==> config.mk <==
export PLATFORM = sky130hd
export DESIGN_NAME = seq_alu_flat
export DESIGN_NICKNAME = d
export VERILOG_FILES = /design/src/rtl/alu_pkg.sv /design/src/rtl/seq_alu_if.sv /design/src/rtl/seq_alu_muldiv.sv /design/src/rtl/seq_alu.sv /design/src/flat_wrapper.sv
export SDC_FILE = /design/constraint.sdc
export NUM_CORES = 1
export LEC_CHECK = 0
export ABC_CLOCK_PERIOD_IN_PS = 5570
export CORE_ASPECT_RATIO = 1.25
export CORE_MARGIN = 1
export CORE_UTILIZATION = 45
export DETAILED_ROUTE_END_ITERATION = 10
export GPL_ROUTABILITY_DRIVEN = 0
export GPL_TIMING_DRIVEN = 0
export HOLD_SLACK_MARGIN = 0.12
export SETUP_SLACK_MARGIN = 0.2
export SYNTH_ARGS = -nofsm -noshare
export SYNTH_HDL_FRONTEND = slang
export SYNTH_HIERARCHICAL = 1
export SYNTH_SLANG_ARGS = --single-unit
==> constraint.sdc <==
create_clock -name clk -period 5.57 [get_ports clk]
set_input_delay 0.8355 -clock clk [delete_from_list [all_inputs] [get_ports clk]]
set_output_delay 0.8355 -clock clk [all_outputs]
set_load 0.02 [all_outputs]
==> src/rtl/alu_pkg.sv <==
// alu_pkg: shared definitions for the sequential ALU.
//   - opcode encodings (4-bit)
//   - FSM state type alu_state_t (IDLE, ITER, DONE)
//   - clog2() helper for sizing shift amounts and counters
package alu_pkg;

    localparam logic [3:0] OP_ADD = 4'd0;
    localparam logic [3:0] OP_SUB = 4'd1;
    localparam logic [3:0] OP_AND = 4'd2;
    localparam logic [3:0] OP_OR  = 4'd3;
    localparam logic [3:0] OP_XOR = 4'd4;
    localparam logic [3:0] OP_SLL = 4'd5;
    localparam logic [3:0] OP_SRL = 4'd6;
    localparam logic [3:0] OP_SRA = 4'd7;
    localparam logic [3:0] OP_DIV = 4'd8;
    localparam logic [3:0] OP_MUL = 4'd9;

    typedef enum logic [1:0] {
        IDLE = 2'd0,
        ITER = 2'd1,
        DONE = 2'd2
    } alu_state_t;

    // Smallest r with 2**r >= value (value >= 1).
    function automatic int clog2(input int value);
        int r;
        r = 0;
        while ((1 << r) < value) r = r + 1;
        return r;
    endfunction

endpackage

==> src/rtl/seq_alu_if.sv <==
// seq_alu_if: request/result bundle of the sequential ALU.
//   master: drives in_valid, op, dat1, dat2; observes in_ready and results.
//   slave : the ALU.
// Handshake: a request transfers on a rising clk edge where in_valid and
// in_ready are both 1; op/dat1/dat2 are captured on that edge. in_valid
// while in_ready=0 is dropped, never queued. done is a one-cycle pulse
// marking up/low/ze/err as newly valid; those hold until the next done.
interface seq_alu_if #(
    parameter int WIDTH = 16
);
    logic             in_valid;
    logic             in_ready;
    logic [3:0]       op;
    logic [WIDTH-1:0] dat1;
    logic [WIDTH-1:0] dat2;
    logic             done;
    logic [WIDTH-1:0] up;
    logic [WIDTH-1:0] low;
    logic             ze;
    logic             err;

    modport master (
        output in_valid, op, dat1, dat2,
        input  in_ready, done, up, low, ze, err
    );

    modport slave (
        input  in_valid, op, dat1, dat2,
        output in_ready, done, up, low, ze, err
    );
endinterface

==> src/rtl/seq_alu_muldiv.sv <==
// seq_alu_muldiv: iterative unsigned multiply / restoring divide, one bit
// per clock, WIDTH iterations.
//   start  : load a, b, is_div and begin (ignored while busy is irrelevant;
//            the parent only pulses it when idle)
//   busy   : iteration in progress
//   last   : the current cycle performs the final iteration
//   res_hi/res_lo : result of the iteration performed this cycle; on the
//            cycle last=1 this is the final {remainder, quotient} or product
module seq_alu_muldiv
    import alu_pkg::*;
#(
    parameter int WIDTH = 16
) (
    input  logic             clk,
    input  logic             rst_n,
    input  logic             start,
    input  logic             is_div,
    input  logic [WIDTH-1:0] a,
    input  logic [WIDTH-1:0] b,
    output logic             busy,
    output logic             last,
    output logic [WIDTH-1:0] res_hi,
    output logic [WIDTH-1:0] res_lo
);
    localparam int CW = clog2(WIDTH);

    // hi_q/lo_q: partial product / multiplier for MUL,
    // partial remainder / dividend-becoming-quotient for DIV.
    logic [WIDTH-1:0] hi_q, lo_q, b_q;
    logic [CW-1:0]    cnt_q;
    logic             div_q, busy_q;

    logic [WIDTH:0]   mul_sum;
    logic [WIDTH:0]   div_shift;
    logic [WIDTH:0]   div_diff;

    assign mul_sum   = {1'b0, hi_q} + (lo_q[0] ? {1'b0, b_q} : '0);
    assign div_shift = {hi_q, lo_q[WIDTH-1]};
    assign div_diff  = div_shift - {1'b0, b_q};

    always_comb begin
        res_hi = '0;
        res_lo = '0;
        if (div_q) begin
            // Remainder always stays below the divisor, so WIDTH bits suffice.
            if (div_shift >= {1'b0, b_q}) begin
                res_hi = div_diff[WIDTH-1:0];
                res_lo = {lo_q[WIDTH-2:0], 1'b1};
            end else begin
                res_hi = div_shift[WIDTH-1:0];
                res_lo = {lo_q[WIDTH-2:0], 1'b0};
            end
        end else begin
            // Add-then-shift-right of {carry, hi, lo}.
            res_hi = mul_sum[WIDTH:1];
            res_lo = {mul_sum[0], lo_q[WIDTH-1:1]};
        end
    end

    assign busy = busy_q;
    assign last = busy_q && (cnt_q == CW'(WIDTH - 1));

    always_ff @(posedge clk or negedge rst_n) begin
        if (!rst_n) begin
            hi_q   <= '0;
            lo_q   <= '0;
            b_q    <= '0;
            cnt_q  <= '0;
            div_q  <= 1'b0;
            busy_q <= 1'b0;
        end else if (start) begin
            hi_q   <= '0;
            lo_q   <= a;
            b_q    <= b;
            cnt_q  <= '0;
            div_q  <= is_div;
            busy_q <= 1'b1;
        end else if (busy_q) begin
            hi_q  <= res_hi;
            lo_q  <= res_lo;
            cnt_q <= cnt_q + 1'b1;
            if (last) busy_q <= 1'b0;
        end
    end
endmodule

==> src/rtl/seq_alu.sv <==
// seq_alu: multi-cycle ALU with valid/ready request side and registered
// results.
//   clk, rst_n : clock, asynchronous active-low reset
//   bus        : seq_alu_if slave (in_valid/in_ready/op/dat1/dat2 in,
//                done/up/low/ze/err out)
//   state_dbg  : current FSM state
// Single-cycle ops are computed from the bus on the accepting edge and
// registered straight into the outputs. MUL and non-zero DIV run in
// seq_alu_muldiv; its final iteration result is captured on the same edge
// it is produced, giving WIDTH+1 cycles of latency.
module seq_alu
    import alu_pkg::*;
#(
    parameter int WIDTH = 16
) (
    input  logic       clk,
    input  logic       rst_n,
    seq_alu_if.slave   bus,
    output alu_state_t state_dbg
);
    localparam int SW = clog2(WIDTH);

    alu_state_t       state_q, state_d;
    logic [WIDTH-1:0] up_q, low_q;
    logic             ze_q, err_q;

    logic             accept, is_iter;
    logic             load;
    logic [WIDTH-1:0] up_d, low_d;
    logic             err_d;

    logic [WIDTH:0]   add_w, sub_w;
    logic [SW-1:0]    sh;
    logic [WIDTH-1:0] s_up, s_low;
    logic             s_err;

    logic             md_start, md_busy, md_last;
    logic [WIDTH-1:0] md_hi, md_lo;

    assign bus.in_ready = (state_q != ITER);
    assign accept       = bus.in_valid && bus.in_ready;
    assign is_iter      = (bus.op == OP_MUL) ||
                          ((bus.op == OP_DIV) && (bus.dat2 != '0));

    // Single-cycle datapath. DIV here only covers the divide-by-zero case.
    assign add_w = {1'b0, bus.dat1} + {1'b0, bus.dat2};
    assign sub_w = {1'b0, bus.dat1} - {1'b0, bus.dat2};
    assign sh    = bus.dat2[SW-1:0];

    always_comb begin
        s_up  = '0;
        s_low = '0;
        s_err = 1'b0;
        case (bus.op)
            OP_ADD: begin
                s_low = add_w[WIDTH-1:0];
                s_up  = {{(WIDTH-1){1'b0}}, add_w[WIDTH]};
            end
            OP_SUB: begin
                s_low = sub_w[WIDTH-1:0];
                s_up  = {{(WIDTH-1){1'b0}}, sub_w[WIDTH]};
            end
            OP_AND: s_low = bus.dat1 & bus.dat2;
            OP_OR:  s_low = bus.dat1 | bus.dat2;
            OP_XOR: s_low = bus.dat1 ^ bus.dat2;
            OP_SLL: s_low = bus.dat1 << sh;
            OP_SRL: s_low = bus.dat1 >> sh;
            OP_SRA: s_low = $unsigned($signed(bus.dat1) >>> sh);
            OP_DIV: begin
                s_low = '1;
                s_up  = bus.dat1;
                s_err = 1'b1;
            end
            OP_MUL: s_low = '0;
            default: s_err = 1'b1;
        endcase
    end

    seq_alu_muldiv #(.WIDTH(WIDTH)) u_muldiv (
        .clk    (clk),
        .rst_n  (rst_n),
        .start  (md_start),
        .is_div (bus.op == OP_DIV),
        .a      (bus.dat1),
        .b      (bus.dat2),
        .busy   (md_busy),
        .last   (md_last),
        .res_hi (md_hi),
        .res_lo (md_lo)
    );

    always_comb begin
        state_d  = state_q;
        md_start = 1'b0;
        load     = 1'b0;
        up_d     = s_up;
        low_d    = s_low;
        err_d    = s_err;
        case (state_q)
            IDLE, DONE: begin
                state_d = IDLE;
                if (accept) begin
                    if (is_iter) begin
                        md_start = 1'b1;
                        state_d  = ITER;
                    end else begin
                        load    = 1'b1;
                        state_d = DONE;
                    end
                end
            end
            ITER: begin
                if (md_last) begin
                    load    = 1'b1;
                    up_d    = md_hi;
                    low_d   = md_lo;
                    err_d   = 1'b0;
                    state_d = DONE;
                end else if (!md_busy) begin
                    // Datapath idle without finishing: drop back rather than hang.
                    state_d = IDLE;
                end
            end
            default: state_d = IDLE;
        endcase
    end

    always_ff @(posedge clk or negedge rst_n) begin
        if (!rst_n) begin
            state_q <= IDLE;
            up_q    <= '0;
            low_q   <= '0;
            ze_q    <= 1'b0;
            err_q   <= 1'b0;
        end else begin
            state_q <= state_d;
            if (load) begin
                up_q  <= up_d;
                low_q <= low_d;
                ze_q  <= ({up_d, low_d} == '0);
                err_q <= err_d;
            end
        end
    end

    assign bus.done  = (state_q == DONE);
    assign bus.up    = up_q;
    assign bus.low   = low_q;
    assign bus.ze    = ze_q;
    assign bus.err   = err_q;
    assign state_dbg = state_q;
endmodule

==> src/flat_wrapper.sv <==
// flat-port wrapper written by rule: the top's interface ports become plain ports
module seq_alu_flat import alu_pkg::*;
#(
    parameter int WIDTH = 16
)
  (clk, rst_n, state_dbg, bus_in_valid, bus_op, bus_dat1, bus_dat2, bus_in_ready, bus_done, bus_up, bus_low, bus_ze, bus_err);
  seq_alu_if #(.WIDTH(WIDTH)) bus_i ();
  input  logic clk;
  input  logic rst_n;
  output alu_state_t state_dbg;
  input wire logic [$bits(bus_i.in_valid)-1:0] bus_in_valid;
  input wire logic [$bits(bus_i.op)-1:0] bus_op;
  input wire logic [$bits(bus_i.dat1)-1:0] bus_dat1;
  input wire logic [$bits(bus_i.dat2)-1:0] bus_dat2;
  output wire logic [$bits(bus_i.in_ready)-1:0] bus_in_ready;
  output wire logic [$bits(bus_i.done)-1:0] bus_done;
  output wire logic [$bits(bus_i.up)-1:0] bus_up;
  output wire logic [$bits(bus_i.low)-1:0] bus_low;
  output wire logic [$bits(bus_i.ze)-1:0] bus_ze;
  output wire logic [$bits(bus_i.err)-1:0] bus_err;
  assign bus_i.in_valid = bus_in_valid;
  assign bus_i.op = bus_op;
  assign bus_i.dat1 = bus_dat1;
  assign bus_i.dat2 = bus_dat2;
  assign bus_in_ready = bus_i.in_ready;
  assign bus_done = bus_i.done;
  assign bus_up = bus_i.up;
  assign bus_low = bus_i.low;
  assign bus_ze = bus_i.ze;
  assign bus_err = bus_i.err;
  seq_alu #(.WIDTH(WIDTH)) u_core (.clk(clk), .rst_n(rst_n), .bus(bus_i), .state_dbg(state_dbg));
endmodule
## After elaboration in Yosys (flattened, before gate mapping)

Index checks and enable logic that the tools add are counted.

| word-level totals | value |
|---|---|
| input bits | 39 |
| word-level logic and storage cells | 83 |
| register bits after elaboration | 90 |
| output and inout bits | 38 |

| cells by class | value |
|---|---|
| multiplexer cells | 35 |
| reduce and logical (&&, ||, !) cells | 11 |
| equal/unequal tests | 14 |
| add/subtract/negate cells | 5 |
| order comparisons | 1 |
| shift operators | 3 |
| bitwise logic cells | 3 |

Operator list:

| cell | number |
|---|---|
| $mux 16 | 12 |
| $pmux 16 s9 | 1 |
| $pmux 16 s3 | 1 |
| $add 16x16->17 | 2 |
| $logic_not 32->1 | 1 |
| $ge 17x16->1 | 1 |
| $sub 16x16->17 | 1 |
| $and 16x16->16 | 1 |
| $eq 4x3->1 const B | 4 |
| $or 16x16->16 | 1 |
| $reduce_bool 16->1 | 1 |
| $shl 16x4->16 | 1 |
| $shr 16x4->16 | 1 |
| $sshr 16x4->16 | 1 |
| $sub 16x16->16 | 1 |
| $xor 16x16->16 | 1 |
| $mux 1 | 13 |
| $eq 4x4->1 const B | 3 |
| $reduce_or 9->1 | 1 |
| $eq 4x2->1 const B | 2 |
| $mux 2 | 4 |
| $mux 4 | 2 |
| $add 4x1->4 const B | 1 |
| $eq 4x1->1 const B | 1 |
| other kinds (12) | 14 |

## Logic depth before layout (Yosys ltp)

Gate-level depths: netlist of run 1.

| logic depth | value |
|---|---|
| depth in word-level cells | 7 |
| mapped depth | 19 |
| mapped depth without buffers | 19 |

## Cells and area by module

Netlist of run 1, hierarchy kept.

Modules (own cells, without submodules):

| module | cells each | area an instance (µm²) | instances | seq. area each (µm²) |
|---|---|---|---|---|
| seq_alu | 812 | 6222.2 | 1 | 900.9 |
| seq_alu_muldiv | 529 | 4594.4 | 1 | 1351.3 |

## Least setup slack after synthesis of run 1

No wires, ideal clock.

| timing path | value |
|---|---|
| path kind | flip-flop to flip-flop |
| start | register u_core.u_muldiv.lo_q[0] |
| end | register u_core.ze_q (netlist: u_core/bus.ze) |
| path buffers | 1 |
| data required time | 5.467 ns |
| data arrival time | 4.178 ns |
| clock period less this slack | 4.281 ns |
| cell stages (with the launch flop) | 20 |
| setup time | 0.103 ns |
| setup slack | 1.289 ns |
| cells stage by stage | dfrtp_1 -> clkbuf_1 -> and2_1 -> ha_1 -> fa_1 -> a211o_1 -> a2111oi_0 -> o31ai_1 -> a21oi_1 -> xnor2_1 -> nor2_1 -> nor2_1 -> nor4_1 -> nand4_1 -> or4_1 -> a22oi_1 -> nand4_1 -> nor4_2 -> nand4_1 -> o41ai_2 |

| on the way | value |
|---|---|
| longest elaborated chain between the ends | 6 |
| elaborated cells on any way between the ends | 9 |
| those cells by class | 1 x add/sub; 7 x mux; 1 x reduce/logical |

Ends and longest elaborated chain:

| item | line | source |
|---|---|---|
| start: declaration | seq_alu_muldiv.sv:29 | `logic [WIDTH-1:0] hi_q, lo_q, b_q;` |
| start signal: assignment | seq_alu_muldiv.sv:80 | `lo_q <= res_lo;` |
| $mux 16 | seq_alu_muldiv.sv:37 | `assign mul_sum = {1'b0, hi_q} + (lo_q[0] ? {1'b0, b_q} : '0);` |
| $add 16x16->17 | seq_alu_muldiv.sv:37 |  |
| $mux 16 | seq_alu_muldiv.sv:44 | `if (div_q) begin` |
| via u_core.md_hi[11] | seq_alu.sv:38 | `logic [WIDTH-1:0] md_hi, md_lo;` |
| $mux 16 | seq_alu.sv:113 | `if (md_last) begin` |
| $mux 16 | seq_alu.sv:99 | `case (state_q)` |
| $logic_not 32->1 | seq_alu.sv:140 | `ze_q <= ({up_d, low_d} == '0);` |
| end signal: assignment | seq_alu.sv:140 |  |
| end: declaration | seq_alu.sv:25 | `logic ze_q, err_q;` |

The timed path passes the listed nets, and every way through them passes these cells.
A chain may end at the register's enable or synchronous reset.

## Worst setup path in the final report of run 1

| timing path | value |
|---|---|
| start | input bus_dat2[3] |
| end | register u_core.ze_q (netlist: u_core/bus.ze) |

| on the way | value |
|---|---|
| longest elaborated chain between the ends | 6 |
| elaborated cells on any way between the ends | 21 |
| those cells by class | 2 x add/sub; 3 x shift; 9 x mux; 3 x bitwise; 4 x reduce/logical |

Ends and longest elaborated chain:

| item | line | source |
|---|---|---|
| start: declaration | flat_wrapper.sv:14 | `input wire logic [$bits(bus_i.dat2)-1:0] bus_dat2;` |
| branches (longest 6 deep; another with $sub 16x16->17) | -- |  |

Parallel ways; which one is timed is not known.

==> flow_summary.yaml, run 1 <==
clock_tree:
  cts_sinks: 90
  cts_root_buf: "clkbuf_16"
  cts_tree: "done"
  clockBufferDepth: 2
  htreeDepth: 3
  path_clk_slew_ns: 0.08
  cts_buffers: 9
  clock_latency_ns: 0.35
timing:
  setup-violations-final: 0
  slew_viol_final: 0
  fin_crit_ns: 5.280
  relSlewSlack: 0.09821
  hold_violations: 0
  rsz0062_at_grt: "no"
  tightest_slew_ns: 1.335
  period_share: 0.9480
  timing.fmax_mhz: 189.4
  finClkSkew_ns: 0.01257
place:
  dpl.hpwl_um: 35170
  dp_cells: 1709
  portBuffers: 75
  placed_cell_area_um2: 11960
floorplan:
  core_um2: 23650
  ios: 77
  fp.dieArea_um2: 24670
  start_util: 0.4574
  die_w_um: 140.7
  die_h_um: 175.3
  rows: 63
synth:
  netlist_instances: 1341
  syn_area_um2: 10820
  ys_seq_elements: 90
  synth_edf_count: 0
  syn_nets: 1466
  ys_async_sr_fraction: 1.000
  yosysWarnings: 6
  synth_cell_types: 106
  synth.avg_cell_area_um2: 8.066
  synth_ff_type: "dfrtp_1"
  yosysSeqAreaShare: 0.2082
drt:
  wl_met2_um: 21680
  ant_nets: 0
  routed_wirelength_um: 44530
  firstDrtPassIters: 8
  routed_via_density: 6.663
  wl_met1_um: 16530
  met3RoutedLength_um: 3228
  dr.first_iter.drc_count: 1366
  dr.max_layer_used: "met4"
  drt-wirelength-per-cell_um: 25.81
  vias: 11494
  drc: 0
worst_setup_path:
  cp_slowest_cell: "o32ai_1"
  r2r_slack_ns: 0.43
  cp.buffers_inverters: 4
  startpoint_type: "primary input"
  critPathMaxStageDelay_ns: 0.80
  cp_cell_sequence: "clkdlybuf4s50_1 -> inv_1 -> clkbuf_1 -> ha_1 -> clkbuf_1 -> nor2_1 -> a221o_1 -> a221oi_1 -> mux2i_1 -> o32ai_1 -> nand4_1 -> nor4_2 -> nand4_1 -> o41ai_2"
  cp.arrival_ns: 5.52
  timing.rr.start: "u_core/u_muldiv/lo_q[0]"
  worstPathRequired_ns: 5.81
  reg2reg_depth: 19
  reg2reg_to: "u_core/bus.ze"
  path_delay_family: "compound AO/OA/AOI/OAI gates"
  cp_max_fo: 11
  end_kind: "flip-flop"
  critical_path_class: "in -> reg"
pwr:
  p_per_area_nw_per_um2: 405.1
  ir_worst_vdd_mv: 0.1819
  p_total_mw: 5.022
  leakage_nw: 5.226
hold_path:
  hold_class: "in -> async"
layout:
  fin_area_um2: 12400
  drive_above_1_share: 0.09421
  syn2layout_area_growth_pct: 14.61
  stdcell_count: 1725
  n_fill_cell: 2374
  num_antenna_cells: 0
  nNetsFinal: 1553
global_routing:
  gr-usage-all-layers: 0.3583
  antenna_found_initial: 0
  grt_pass1_wl_um: 66610
  grt_max_degree: 69
  gr-total-overflow: 0
  first_global_vias: 11019
status:
  status: "finished, final reports clean"
job:
  maxCapViolations: 0
## per-stage QoR
step | hold slack, ns | util | setup TNS, ns | setup slack [ns]
after floorplan | 0.4949 | - | 0 | 1.289
after global placement | 0.4682 | 0.5046 | -0.4510 | -0.4510
after detailed placement | 0.4643 | 0.5059 | -0.4136 | -0.4136
after CTS | 0.3955 | 0.5216 | 0 | 0.2531
after global routing | 0.4004 | 0.5242 | 0 | 0.2225
final | 0.3870 | 0.5242 | 0 | 0.2899
## flip-flops by register name, indices dropped and copies added, names as in the netlist
register,cells
u_core/u_muldiv/busy,1
u_core/bus.up,16
u_core/u_muldiv/div_q,1
u_core/bus.err,1
u_core/state_dbg,2
u_core/bus.ze,1
u_core/u_muldiv/lo_q,16
u_core/bus.low,16
u_core/u_muldiv/cnt_q,4
u_core/u_muldiv/b_q,16
u_core/u_muldiv/hi_q,16
## cell usage in the layout, fill, tap and decap left out, types with 9 or more instances in the layout
cell type,synthesis,routed
a22oi_1,21,20
nand2b_1,22,22
mux4_2,16,16
mux2_2,29,29
o21ai_0,101,101
mux2i_1,40,40
o211ai_1,21,21
a211oi_1,25,24
o21bai_1,11,11
buf_2,11,11
a31oi_1,15,15
nor2b_1,17,17
a221oi_1,10,9
o31ai_1,14,12
nor4_1,18,16
o221ai_1,10,10
nor3_1,28,28
clkbuf_16,0,9
xor2_1,13,13
nand3_1,16,16
clkbuf_1,75,74
xnor2_1,18,18
nor2_1,93,93
a21o_1,23,23
ha_1,82,82
inv_1,70,70
nand2_1,145,145
o21a_1,14,14
and2_1,25,25
clkdlybuf4s50_1,0,74
nand4_1,14,14
a21oi_1,60,60
dfrtp_1,90,89
## cells in the mapped netlist, types with 18 or more instances
library cell	n	area (um2)
nor3_1	28	140.1
xnor2_1	18	157.7
o21ai_0	101	505.5
ha_1	82	1026
a21o_1	23	172.7
nor2_1	93	349.1
and2_1	25	156.4
clkbuf_1	75	281.5
mux2_2	29	326.6
mux2i_1	40	400.4
nand2b_1	22	137.6
inv_1	70	262.8
a211oi_1	25	187.7
a21oi_1	60	300.3
nand2_1	145	544.3
o211ai_1	21	157.7
a22oi_1	21	157.7
dfrtp_1	90	2252
nor4_1	18	112.6
## power breakdown
part	switching, mW	internal [mW]
clock network	0.285	0.401
registers	0.184	0.849
logic	2.00	1.31
total	2.46	2.56
## logic make-up after synthesis
kind of cell,Yosys count,share of synthesized area
XOR/XNOR,31,0.02510
multiplexers,89,0.1078
adder cells (fa/ha/maj),86,0.1023
AND/OR/NAND/NOR,434,0.2009
AO/OA/AOI/OAI,434,0.2829
flip-flops,90,0.2082
buffers and inverters,177,0.07276
## layer usage
layer	vias to the layer above	global-route usage
met4	0	0.2328
li1	5154	-
met3	163	0.04362
met2	627	0.6186
met5	-	0
met1	5550	0.4189
## layout make-up
| class | instances | area (um2) | area share |
|---|---|---|---|
| repair buffers | 77 | 783.3 | 0.06318 |
| clock buffers | 10 | 229.0 | 0.01847 |
| plain buffers | 104 | 518.0 | 0.04178 |
| multi-input cells | 1074 | 7881 | 0.6357 |
| well taps | 292 | 365.4 | 0.02947 |
| inverters | 72 | 270.3 | 0.02180 |
| flip-flops and latches | 90 | 2253 | 0.1818 |
| clock inverters | 6 | 96.34 | 0.007771 |
## timing repair
action                     4_1_cts  5_1_grt
buffers inserted                 0        1
setup endpoints to repair        1        3
pin swaps                        0        4
gates resized for setup          9       13
hold buffers                     0        0
## worst max-delay path by stage
| stage | end | slack (ns) | from | cells past startpoint |
|---|---|---|---|---|
| global placement | u_core/bus.ze | -0.45 | u_core/u_muldiv/lo_q[0] | 19 |
| CTS | u_core/bus.ze | 0.25 | u_core/u_muldiv/lo_q[0] | 19 |
| floorplan | u_core/bus.ze | 1.29 | u_core/u_muldiv/lo_q[0] | 19 |
| global route | u_core/bus.ze | 0.22 | u_core/u_muldiv/lo_q[0] | 19 |
| finish | u_core/bus.ze | 0.29 | bus_dat2[3] | 14 |
| detailed placement | u_core/bus.ze | -0.41 | u_core/u_muldiv/lo_q[0] | 19 |
Note: power is estimated with default switching activity, not from simulation.
==> run 2: changes to the inputs <==
--- a/config.mk
+++ b/config.mk
@@ -5,6 +5,7 @@
 export SDC_FILE = /design/constraint.sdc
 export NUM_CORES = 1
 export LEC_CHECK = 0
+export ABC_AREA = 1
 export ABC_CLOCK_PERIOD_IN_PS = 5570
 export CORE_ASPECT_RATIO = 1.25
 export CORE_MARGIN = 1
==> run 2 against run 1 <==
Wire length grew 1.3%; area after synthesis up 2.6%; non-clock buffer count shrank 35; largest cell class unchanged.
==> flow_summary.yaml, run 2 <==
timing:
  whs_ns: 0.4173
  hold_violations: 0
  period_share: 0.7734
  slew_viol_final: 0
  tightest_slew_ns: 0.8204
  finClkSkew_ns: 0.01282
  fin_crit_ns: 4.308
  rsz0062_at_grt: "no"
  setup-violations-final: 0
  tns_ns: 0
  timing.fmax_mhz: 232.1
  setup_ws_ns: 1.262
  relSlewSlack: 0.4531
clock_tree:
  cts_tree: "done"
  ctsResizeCount: 0
  clock_latency_ns: 0.36
  cts_buffers: 9
  clockBufferDepth: 2
  path_clk_slew_ns: 0.08
  htreeDepth: 3
  post_cts_buffers: 0
  cts_root_buf: "clkbuf_16"
  cts_hold_buf: 0
  cts_sinks: 90
synth:
  synth_area_leaders: "nand2_1 22%, dfrtp_1 20%, nand3_1 11%"
  synthTopCellsByCount: "663 x nand2_1, 235 x nand3_1, 222 x inv_1"
  synth_cell_types: 50
  synth_compound_area_frac: 0.1147
  yosysWarnings: 6
  netlist.area_leader.share: 0.2243
  yosys.area_share.simple: 0.4564
  syn_nets: 2004
  netlist_instances: 1879
  synth_area_leader_cell: "nand2_1"
  ys_seq_elements: 90
  synth_adder_area_share: 0.09968
  yosysSeqAreaShare: 0.2030
  synth_xor_area_frac: 0.01105
  synth_top_family_by_area: "simple AND/OR/NAND/NOR gates"
  synth_ff_type: "dfrtp_1"
  synth.avg_cell_area_um2: 5.905
  synth_edf_count: 0
  ys_async_sr_fraction: 1.000
  syn_area_um2: 11100
  yosysMostFrequentCell: "nand2_1"
  muxShareOfSynthArea: 0
floorplan:
  fp.dieArea_um2: 25290
  die_w_um: 142.4
  core_um2: 23960
  start_util: 0.4630
  rows: 63
  ios: 77
  die_h_um: 177.6
pwr:
  leakage_nw: 6.691
  p_per_area_nw_per_um2: 364.2
  ir_worst_vdd_mv: 0.2665
worst_setup_path:
  cp_cell_sequence: "clkdlybuf4s50_1 -> buf_2 -> buf_2 -> inv_1 -> ha_1 -> buf_2 -> nand2_1 -> nand2_1 -> nand2_1 -> nand3_1 -> inv_1 -> o21ai_0 -> a21oi_1 -> o21ai_0 -> nand3_1 -> a21boi_0 -> nand2_1 -> nor2_1 -> nand2_1 -> nand2_1"
  startpoint_type: "primary input"
  critPathMaxStageDelay_ns: 0.62
  cp.arrival_ns: 4.61
  path_delay_family: "buffers and inverters"
  cpMostUsedCell: "nand2_1"
  cp.buffers_inverters: 6
  cp_slowest_cell: "clkdlybuf4s50_1"
  cp_max_fo: 10
  critical_path_class: "in -> reg"
  worstPathRequired_ns: 5.87
  end_kind: "flip-flop"
hold_path:
  hold_class: "in -> async"
layout:
  final_cell_mix: "663 x nand2_1, 235 x nand3_1, 222 x inv_1, 154 x nor2_1, 90 x dfrtp_1"
  final_core_utilization: 0.5258
  layout.cells.most_common: "nand2_1"
  drive_above_1_share: 0.06288
  nNetsFinal: 2092
  num_antenna_cells: 0
  syn2layout_area_growth_pct: 13.57
place:
  dpl_worst_slack_ns: 1.023
  dpl.hpwl_um: 36860
  portBuffers: 76
global_routing:
  first_global_vias: 12123
  grt_max_degree: 61
  gr-total-overflow: 0
  gr-usage-all-layers: 0.3616
  antenna_found_initial: 0
  grt_pass1_wl_um: 68320
drt:
  met3RoutedLength_um: 2859
  vias: 12803
  routed_via_density: 5.574
  drc: 0
  routed_wirelength_um: 45100
  firstDrtPassIters: 7
  drt-wirelength-per-cell_um: 19.63
  wl_met2_um: 21420
  ant_nets: 0
  dr.first_iter.drc_count: 1208
  wl_met1_um: 17580
  dr.max_layer_used: "met4"
status:
  status: "finished, final reports clean"
job:
  maxCapViolations: 0
[run 2: cell count changes in the layout (fill, tap and decap cells not counted), moves of 29 or more]
cell      delta
clkbuf_1    -52
nor2_1      +61
nand2_1    +518
o21ai_0     -29
mux2_2      -29
inv_1      +152
nand3_1    +219
mux2i_1     -40
[run 2: kinds of logic after synthesis]
group | after synthesis
adder cells (fa/ha/maj) | 86
XOR/XNOR | 14
AO/OA/AOI/OAI | 220
buffers and inverters | 302
flip-flops | 90
AND/OR/NAND/NOR | 1167
[run 2: worst reg2reg max path, delay by kind of cell, from the launching register on]
family                     cells  cell delay (ns)
and+or+nand+nor               22             2.26
buffers and inverters          3             1.08
adders and majority gates      2             0.42
DFF                            1             0.32
xor gates and xnor gates       1             0.12
[run 2: final timing paths]
check | startpoint | to | slack [ns] | cells past startpoint
setup / recovery | bus_dat2[3] | u_core/bus.ze | 1.26 | 20
hold / removal | rst_n | u_core/u_muldiv/hi_q[11] | 0.42 | 1
setup reg to reg | u_core/u_muldiv/lo_q[0] | u_core/bus.ze | 1.32 | 28
hold reg to reg | u_core/bus.ze | u_core/bus.ze | 0.48 | 2
max in group asynchronous | rst_n | u_core/bus.low[4] | 4.47 | 2
min in group clk | u_core/bus.ze | u_core/bus.ze | 0.48 | 2
[run 2: report_power, final]
part / internal (mW) / leakage [nW] / switching (mW)
registers: 0.844 / 1.13 / 0.173
logic: 0.993 / 5.40 / 1.91
clock network: 0.361 / 0.155 / 0.304
[run 2: routing by layer]
| metal | vias up | GRT usage |
|---|---|---|
| met5 | - | 0 |
| met4 | 0 | 0.2428 |
| met3 | 146 | 0.04182 |
| met2 | 530 | 0.6209 |
| met1 | 5880 | 0.4221 |
| li1 | 6247 | - |
[run 2: per-stage QoR]
stage               instances  power [mW]  area [um2]
finish                   2297       4.589       12600
CTS                      2297       4.556       12600
floorplan                1879       3.018       11100
global route             2297       4.965       12600
detailed placement       2281       3.879       12290
global placement         2280       3.857       12260
[run 2: layout make-up]
type,count,area (um2)
timing repair buffer,77,785.8
clock buffer,9,225.2
inverter,233,884.6
multi-input combinational,1487,7565
buffer,69,394.1
fill,2623,11360
clock inverter,7,87.58
sequential,90,2252
tap,325,406.6
